### config.mk
export PLATFORM = sky130hd
export DESIGN_NAME = letter_entry_encoder
export DESIGN_NICKNAME = d
export VERILOG_FILES = /design/src/rtl/letter_entry_encoder.sv
export SDC_FILE = /design/constraint.sdc
export NUM_CORES = 1
export LEC_CHECK = 0
export CAP_MARGIN = 20
export CORE_MARGIN = 2
export CORE_UTILIZATION = 61
export DETAILED_ROUTE_END_ITERATION = 7
export GPL_TIMING_DRIVEN = 0
export PLACE_DENSITY_LB_ADDON = 0.1
export SLEW_MARGIN = 20
export SYNTH_ARGS = -nofsm -noshare
export SYNTH_HDL_FRONTEND = slang
export SYNTH_SLANG_ARGS = --single-unit
### constraint.sdc
create_clock -name clk -period 6.64 [get_ports clk]
set_input_delay 0.664 -clock clk [delete_from_list [all_inputs] [get_ports clk]]
set_output_delay 0.664 -clock clk [all_outputs]
set_load 0.005 [all_outputs]
### src/rtl/letter_entry_encoder.sv
// Button-driven letter selector with debounce, wrap-around stepping and a
// valid/ready commit path. Optional auto-repeat: define LETTER_AUTOREPEAT_EN.
module letter_entry_encoder #(
    parameter int DEBOUNCE_CYCLES = 500000,
    parameter int NUM_SYMBOLS     = 26,
    parameter int REPEAT_CYCLES   = 25000000
) (
    input  logic       clk,
    input  logic       rst,
    input  logic       btn_up,
    input  logic       btn_down,
    input  logic       btn_enter,
    output logic [4:0] cur_letter,
    output logic [4:0] out_letter,
    output logic       out_valid,
    input  logic       out_ready,
    output logic       overflow
);

    localparam int CW = $clog2(DEBOUNCE_CYCLES + 1);
    localparam logic [CW-1:0] DB_LAST = CW'(DEBOUNCE_CYCLES - 1);
    localparam logic [4:0] LAST_SYM = 5'(NUM_SYMBOLS - 1);

    // Reject configurations the counters and 5-bit codes cannot represent
    if (DEBOUNCE_CYCLES < 2 || NUM_SYMBOLS < 1 || NUM_SYMBOLS > 32 ||
        REPEAT_CYCLES < 1) begin : g_bad_cfg
        $error("letter_entry_encoder: illegal parameter set");
    end

    typedef enum logic {
        IDLE,
        PEND
    } state_t;

    // Bit order in the button vectors: [0]=up, [1]=down, [2]=enter
    logic [2:0] raw;
    logic [2:0] sync1_q, sync1_d;
    logic [2:0] sync2_q, sync2_d;
    logic [2:0] stable_q, stable_d;
    logic [2:0] press_q, press_d;
    logic [CW-1:0] db_cnt_q [3];
    logic [CW-1:0] db_cnt_d [3];

    logic [1:0] step;
    logic       enter;

    state_t     state_q, state_d;
    logic [4:0] cur_q, cur_d;
    logic [4:0] ol_q, ol_d;
    logic       ovf_q, ovf_d;

    assign raw = {btn_enter, btn_down, btn_up};

    // Synchronise, debounce and detect stable rising levels
    always_comb begin
        sync1_d  = raw;
        sync2_d  = sync1_q;
        stable_d = stable_q;
        for (int i = 0; i < 3; i++) begin
            db_cnt_d[i] = '0;
            if (sync2_q[i] != stable_q[i]) begin
                if (db_cnt_q[i] == DB_LAST) begin
                    stable_d[i] = sync2_q[i];
                end else begin
                    db_cnt_d[i] = db_cnt_q[i] + CW'(1);
                end
            end
        end
        press_d = stable_d & ~stable_q;
    end

    // Input conditioning registers
    always_ff @(posedge clk or posedge rst) begin
        if (rst) begin
            sync1_q  <= '0;
            sync2_q  <= '0;
            stable_q <= '0;
            press_q  <= '0;
            for (int i = 0; i < 3; i++) db_cnt_q[i] <= '0;
        end else begin
            sync1_q  <= sync1_d;
            sync2_q  <= sync2_d;
            stable_q <= stable_d;
            press_q  <= press_d;
            for (int i = 0; i < 3; i++) db_cnt_q[i] <= db_cnt_d[i];
        end
    end

`ifdef LETTER_AUTOREPEAT_EN
    localparam int RW = $clog2(REPEAT_CYCLES + 1);
    localparam logic [RW-1:0] RP_LAST = RW'(REPEAT_CYCLES - 1);

    logic [RW-1:0] rep_cnt_q [2];
    logic [RW-1:0] rep_cnt_d [2];
    logic [1:0]    rep_fire;

    // Repeat timers for up/down, running while the stable level is held
    always_comb begin
        for (int i = 0; i < 2; i++) begin
            rep_fire[i]  = 1'b0;
            rep_cnt_d[i] = '0;
            if (stable_q[i]) begin
                if (rep_cnt_q[i] == RP_LAST) begin
                    rep_fire[i] = 1'b1;
                end else begin
                    rep_cnt_d[i] = rep_cnt_q[i] + RW'(1);
                end
            end
        end
    end

    // Repeat timer registers
    always_ff @(posedge clk or posedge rst) begin
        if (rst) begin
            for (int i = 0; i < 2; i++) rep_cnt_q[i] <= '0;
        end else begin
            for (int i = 0; i < 2; i++) rep_cnt_q[i] <= rep_cnt_d[i];
        end
    end

    assign step = press_q[1:0] | rep_fire;
`else
    assign step = press_q[1:0];
`endif

    assign enter = press_q[2];

    // Letter stepping and commit FSM next-state
    always_comb begin
        cur_d   = cur_q;
        state_d = state_q;
        ol_d    = ol_q;
        ovf_d   = 1'b0;

        if (step[0] && !step[1]) begin
            cur_d = (cur_q == LAST_SYM) ? 5'd0 : cur_q + 5'd1;
        end else if (step[1] && !step[0]) begin
            cur_d = (cur_q == 5'd0) ? LAST_SYM : cur_q - 5'd1;
        end

        unique case (state_q)
            IDLE: begin
                if (enter) begin
                    ol_d    = cur_q;
                    state_d = PEND;
                end
            end
            PEND: begin
                if (out_ready) begin
                    if (enter) begin
                        ol_d = cur_q;
                    end else begin
                        state_d = IDLE;
                    end
                end else if (enter) begin
                    ovf_d = 1'b1;
                end
            end
            default: state_d = IDLE;
        endcase
    end

    // Selection and commit registers
    always_ff @(posedge clk or posedge rst) begin
        if (rst) begin
            state_q <= IDLE;
            cur_q   <= 5'd0;
            ol_q    <= 5'd0;
            ovf_q   <= 1'b0;
        end else begin
            state_q <= state_d;
            cur_q   <= cur_d;
            ol_q    <= ol_d;
            ovf_q   <= ovf_d;
        end
    end

    assign cur_letter = cur_q;
    assign out_letter = ol_q;
    assign out_valid  = (state_q == PEND);
    assign overflow   = ovf_q;

endmodule
==> results of run 1 <==
registers in the layout, indices dropped and copies added (netlist names):
register	flops
out_letter	5
out_valid	1
overflow	1
press_q	3
sync2_q	3
stable_q	3
cur_letter	5
sync1_q	3
db_cnt_q	57
cells by family (layout without fill, tap and decap cells):
kind of cell	after synthesis	after routing	synth area share
xor+xnor	43	43	0.0964
mux	9	9	0.0247
fa+ha+maj	7	7	0.0224
buf+inv	26	60	0.0272
flops	81	81	0.519
compound gates	41	41	0.0676
simple gates	181	181	0.243
area by class of cell:
cell class / count / area [um^2] / share of cell area
Buffer: 9 / 42.5 / 0.00967
Inverter: 17 / 66.3 / 0.0151
Clock buffer: 12 / 155 / 0.0353
Multi-Input combinational cell: 281 / 1770 / 0.403
Timing Repair Buffer: 18 / 190 / 0.0432
Clock inverter: 4 / 51.3 / 0.0117
Sequential cell: 81 / 2030 / 0.461
Tap cell: 77 / 96.3 / 0.0219
power by group through the flow:
stage / Clock [mW] / Sequential [mW] / Combinational (mW)
3_5_place_dp: 0 / 0.515 / 0.0311
4_1_cts: 0.378 / 0.505 / 0.0315
6_report: 0.367 / 0.505 / 0.0302
5_1_grt: 0.399 / 0.507 / 0.0358
2_1_floorplan: 0 / 0.514 / 0.0204
3_3_place_gp: 0 / 0.515 / 0.0290
stage by stage:
stage / utilization / hold WS, ns / std cells
after floorplan: - / 0.331 / 388
after global placement: 0.665 / 0.333 / 482
after detailed placement: 0.668 / 0.339 / 483
after CTS: 0.701 / 0.358 / 499
after global routing: 0.701 / 0.372 / 499
final: 0.701 / 0.354 / 499
placed cells by master (no fill, tap or decap), types with 3 or more instances in the layout:
cell             synthesis  routed
nor4_1                  14      14
or2_2                    7       7
nand2_1                 24      24
nor4b_1                  4       4
clkbuf_8                 0      11
and2_1                   3       3
nor3_1                  10      10
a21oi_1                 17      17
xnor2_1                 29      29
nor2_1                  54      54
clkbuf_1                 7       8
ha_1                     7       7
xor2_1                  14      14
and3_1                   3       3
mux2i_1                  4       4
nand3_1                 19      19
or3_1                    7       7
mux2_2                   5       5
inv_1                   17      16
clkdlybuf4s50_1          0      17
o21ai_0                 10      10
dfrtp_1                 81      81
nand4_1                 19      19
worst paths after layout:
path	to	slack, ns	depth (start not counted)
worst max-delay path	db_cnt_q[50]$_DFF_PP0_	4.29	5
worst min-delay path	sync2_q[0]$_DFF_PP0_	0.35	0
worst max register to register	db_cnt_q[50]$_DFF_PP0_	4.29	5
worst min register to register	sync2_q[0]$_DFF_PP0_	0.35	0
max in group asynchronous	press_q[0]$_DFF_PP0_	5.37	3
min in group asynchronous	db_cnt_q[29]$_DFF_PP0_	0.69	2
per-layer routing:
metal	part of all wire	routed length [um]
met1	0.48	3420
met2	0.47	3320
met3	0.033	238
met4	0.020	142
met5	0	0
==> impl_metrics.tcl, run 1 <==
set metrics [dict create \
    status "completed" \
    setup_viol 0 \
    clkTransAtPathRegs_ns 0.08 \
    path_class "reg2reg" \
    drc_errors 0 \
    die-area_mm2 0.00706 \
    met2_usage 0.339 \
    antenna_left 0 \
    use_met3 0.0504 \
    postPlaceCellArea_mm2 0.00419 \
    synth_cells 388 \
    gp_congestion 0.856 \
    crit_family "compound AO/OA/AOI/OAI gates" \
    cts_tree "done" \
    synth_top_area_share 0.519 \
    p_per_area_mw_per_mm2 205 \
    dpl_worst_slack_ns 4.30 \
    synthMostInstantiatedCell "dfrtp_1" \
    ys.flop_type "dfrtp_1" \
    synth_area_mm2 0.00390 \
    firstDrtPassIters 4 \
    wl_mm 7.12 \
    cp.required_ns 6.87 \
    slew_violations 0 \
    cp-start-kind "flop" \
    max-vdd-ir-drop_mv 0.187 \
    top_usage_layer "met2" \
    antenna_found_initial 0 \
    clkPwrFrac 0.407 \
    combPwrFrac 0.033 \
    fp-row-count 29 \
    grt_max_degree 45 \
    fin_crit_ns 2.35 \
    worst_clock_skew_ns 0.00860 \
    synthArstFlopShare 1.00 \
    cp.arrival_ns 2.59 \
    crit_path_max_fanout 10 \
    numCtsBuffers 9 \
    total_power_uw 903 \
    core_area_mm2 0.00628 \
    power.share.sequential 0.560 \
    syn_nets 401 \
    synthTopCellsByArea "dfrtp_1, xnor2_1, nor2_1" \
    worstSetupEndpointType "flop" \
    nNetsFinal 430 \
    hold_viol_final 0 \
    avgSynthCellArea_um2 10.1 \
    synth_seq_cells 81 \
    die_h_um 84.0 \
    ys_types 46 \
    use_met1 0.304 \
    drt-initial-drc-count 113 \
    clockBufferDepth 2 \
    holdBufCountCts 0 \
    htree_levels 3 \
    p_int_uw 704 \
    p_sw_uw 199 \
    io_pins 18 \
    hp-start "sync1_q[0]$_DFF_PP0_" \
    synth-edff-count 0 \
    synthTopCellsByCount "dfrtp_1, nor2_1, xnor2_1" \
    worst_slack_ns 4.29 \
    min_path_type "reg2reg" \
    cts.sinks 81 \
    path_buf_inv 1 \
    avgViaCountPerCell 5.82 \
    period_share 0.354 \
    grt_setup_unrepaired "no" \
    grt.overflow.total 0 \
    yosys_warnings 0 \
    first_global_vias 2851 \
    initial_core_util 0.622 \
    fin_area_mm2 0.00440 \
    max_stage_delay_ns 0.81 \
    worstMarginPinSlew_ns 0.776 \
    area_delta_synth_final_pct 12.7 \
    timing.fmax_mhz 425 \
    fillers 484 \
    post_drt_wl_per_cell_um 14.3 \
    grt_pass1_wl_mm 12.8 \
    ys_seq_area_frac 0.519 \
    cp_slowest_cell "o41ai_2" \
    io_buffer_count 17 \
    cts_resized 0 \
    grtUsageTotal 0.222 \
    netSwitchingFraction 0.220 \
    cap_violations 0 \
    dpl.hpwl_mm 4.90 \
    crit_path_start "db_cnt_q[38]$_DFF_PP0_" \
    path_cells "ha_1 > nand4_1 > o41ai_2 > buf_2 > nor2_1" \
    via_count 2902 \
    netlist.top_cell.by_area "dfrtp_1" \
    fp.dieW_um 84.0 \
    postCtsSetupBuffers 0 \
    antenna_cells 0 \
    leakagePower_nw 1.77 \
    slew_headroom 0.477 \
    clockRootBuffer "clkbuf_8" \
    clk_latency_ns 0.35 \
    drive_gt1_frac 0.0900 \
    final.setup.tns_ns 0 \
    r2r_start "db_cnt_q[38]$_DFF_PP0_" \
]
Power figures use the tool's default switching activity.
==> run 2: changes to the inputs <==
Settings changed: CORE_UTILIZATION 61 to 60.
Clock period 6.64 ns to 2.45 ns, I/O delays scaled along.
==> impl_metrics.tcl, run 2 (synthesis results as in run 1) <==
set metrics [dict create \
    cts_tree "done" \
    drt-initial-drc-count 126 \
    hold_viol_final 0 \
    area_delta_synth_final_pct 13.2 \
    drive_gt1_frac 0.0948 \
    netSwitchingFraction 0.231 \
    grt_setup_unrepaired "no" \
    cts.sinks 81 \
    clockRootBuffer "clkbuf_8" \
    path_class "reg2reg" \
    first_global_vias 2843 \
    status "completed" \
    post-route-util 0.700 \
    core_area_mm2 0.00631 \
    avgViaCountPerCell 5.84 \
    dpl_worst_slack_ns 0.124 \
    cap_violations 0 \
    slew_headroom 0.513 \
    htree_levels 3 \
    largest_reg_flops 57 \
    fp.dieW_um 84.7 \
    final.setup.tns_ns 0 \
    setup_viol 0 \
    p_int_mw 1.88 \
    holdBufCountCts 0 \
    r2r_slack_ns 0.21 \
    io_pins 18 \
    wl_mm 7.15 \
    antenna_left 0 \
    clk_latency_ns 0.35 \
    fin_crit_ns 2.24 \
    cp.arrival_ns 2.48 \
    dpl.hpwl_mm 4.80 \
    clkPwrFrac 0.406 \
    initial_core_util 0.619 \
    antenna_found_initial 0 \
    cp-start-kind "flop" \
    gp_congestion 0.866 \
    die-area_mm2 0.00717 \
    io_buffer_count 17 \
    max-vdd-ir-drop_mv 0.439 \
    period_share 0.915 \
    crit_path_max_fanout 10 \
    clkTransAtPathRegs_ns 0.09 \
    worst_slack_ns 0.207 \
    grt_max_degree 61 \
    worstMarginPinSlew_ns 0.721 \
    final_cell_mix "dfrtp_1, nor2_1, xnor2_1, nand2_1" \
    clockBufferDepth 2 \
    drc_errors 0 \
    grt.overflow.total 0 \
    use_met1 0.291 \
    use_met3 0.0442 \
    antenna_cells 0 \
    layout_commonest_cell "dfrtp_1" \
    crit_path_start "db_cnt_q[10]$_DFF_PP0_" \
    p_per_area_mw_per_mm2 554 \
    combPwrFrac 0.035 \
    regMostFlops "db_cnt_q" \
    die_h_um 84.7 \
    p_sw_uw 566 \
    met2_usage 0.341 \
    grt_pass1_wl_mm 12.7 \
    top_usage_layer "met2" \
    post_drt_wl_per_cell_um 14.3 \
    nNetsFinal 430 \
    worst_clock_skew_ns 0.0109 \
    leakagePower_nw 1.78 \
    min_path_type "in2async" \
    r2r_start "db_cnt_q[10]$_DFF_PP0_" \
    firstDrtPassIters 5 \
    via_count 2915 \
    grtUsageTotal 0.216 \
    hold-worst-slack_ns 0.201 \
    cp.required_ns 2.68 \
    worstSetupEndpointType "flop" \
    timing.fmax_mhz 446 \
    slew_violations 0 \
    numCtsBuffers 9 \
    fp-row-count 29 \
    power.share.sequential 0.560 \
]
## run 2: cell count changes in the layout (fill, tap and decap cells not counted), sizes merged
| cell | previous run | this run |
|---|---|---|
| clkinv | 2 | 1 |
| inv | 17 | 18 |
| clkbuf | 19 | 17 |
| clkinvlp | 1 | 3 |
## run 2: worst paths after layout
kind / depth (start not counted) / endpoint
max: 5 / db_cnt_q[10]$_DFF_PP0_
min: 2 / db_cnt_q[33]$_DFF_PP0_
max reg2reg: 5 / db_cnt_q[10]$_DFF_PP0_
min reg2reg: 0 / sync2_q[2]$_DFF_PP0_
max in group asynchronous: 3 / db_cnt_q[48]$_DFF_PP0_
min in group clk: 1 / sync1_q[1]$_DFF_PP0_
## run 2: power by group through the flow
stage               registers (mW)  logic [mW]  clock network [mW]
global placement              1.40      0.0779                   0
global route                  1.37       0.100                1.07
finish                        1.37      0.0845               0.994
floorplan                     1.39      0.0554                   0
CTS                           1.37      0.0855                1.02
detailed placement            1.40      0.0849                   0
## run 2: area by class of cell
class                      count  area (um^2)
clock inverter                 6         66.3
timing repair buffer          18          198
clock buffer                  10          138
buffer                         9         42.5
inverter                      17         66.3
multi-input combinational    281         1790
fill                         480         1890
tap                           77         96.3
sequential                    81         2030
## run 2: per-stage QoR
step	instance area (um^2)	std cells	power [mW]
after detailed placement	4200	483	1.48
after CTS	4410	499	2.48
after global placement	4170	482	1.47
after floorplan	3910	388	1.45
final	4420	499	2.45
after global routing	4420	499	2.54
## run 2: per-layer routing
layer / part of all wire / routed length (um)
met5: 0 / 0
met4: 0.018 / 131
met3: 0.043 / 308
met2: 0.48 / 3420
met1: 0.46 / 3290
## run 2: worst max-delay path, cell delays in order, from the launching register on
cell,delay [ns]
dfrtp_1,0.44
or4b_1,0.55
or4_4,0.56
o21ai_4,0.33
buf_6,0.19
nor2_1,0.05
## run 2: what timing repair did
action	in CTS	in global routing
setup buffers	0	0
endpoints found under the setup margin	0	20
gates resized for setup	0	2
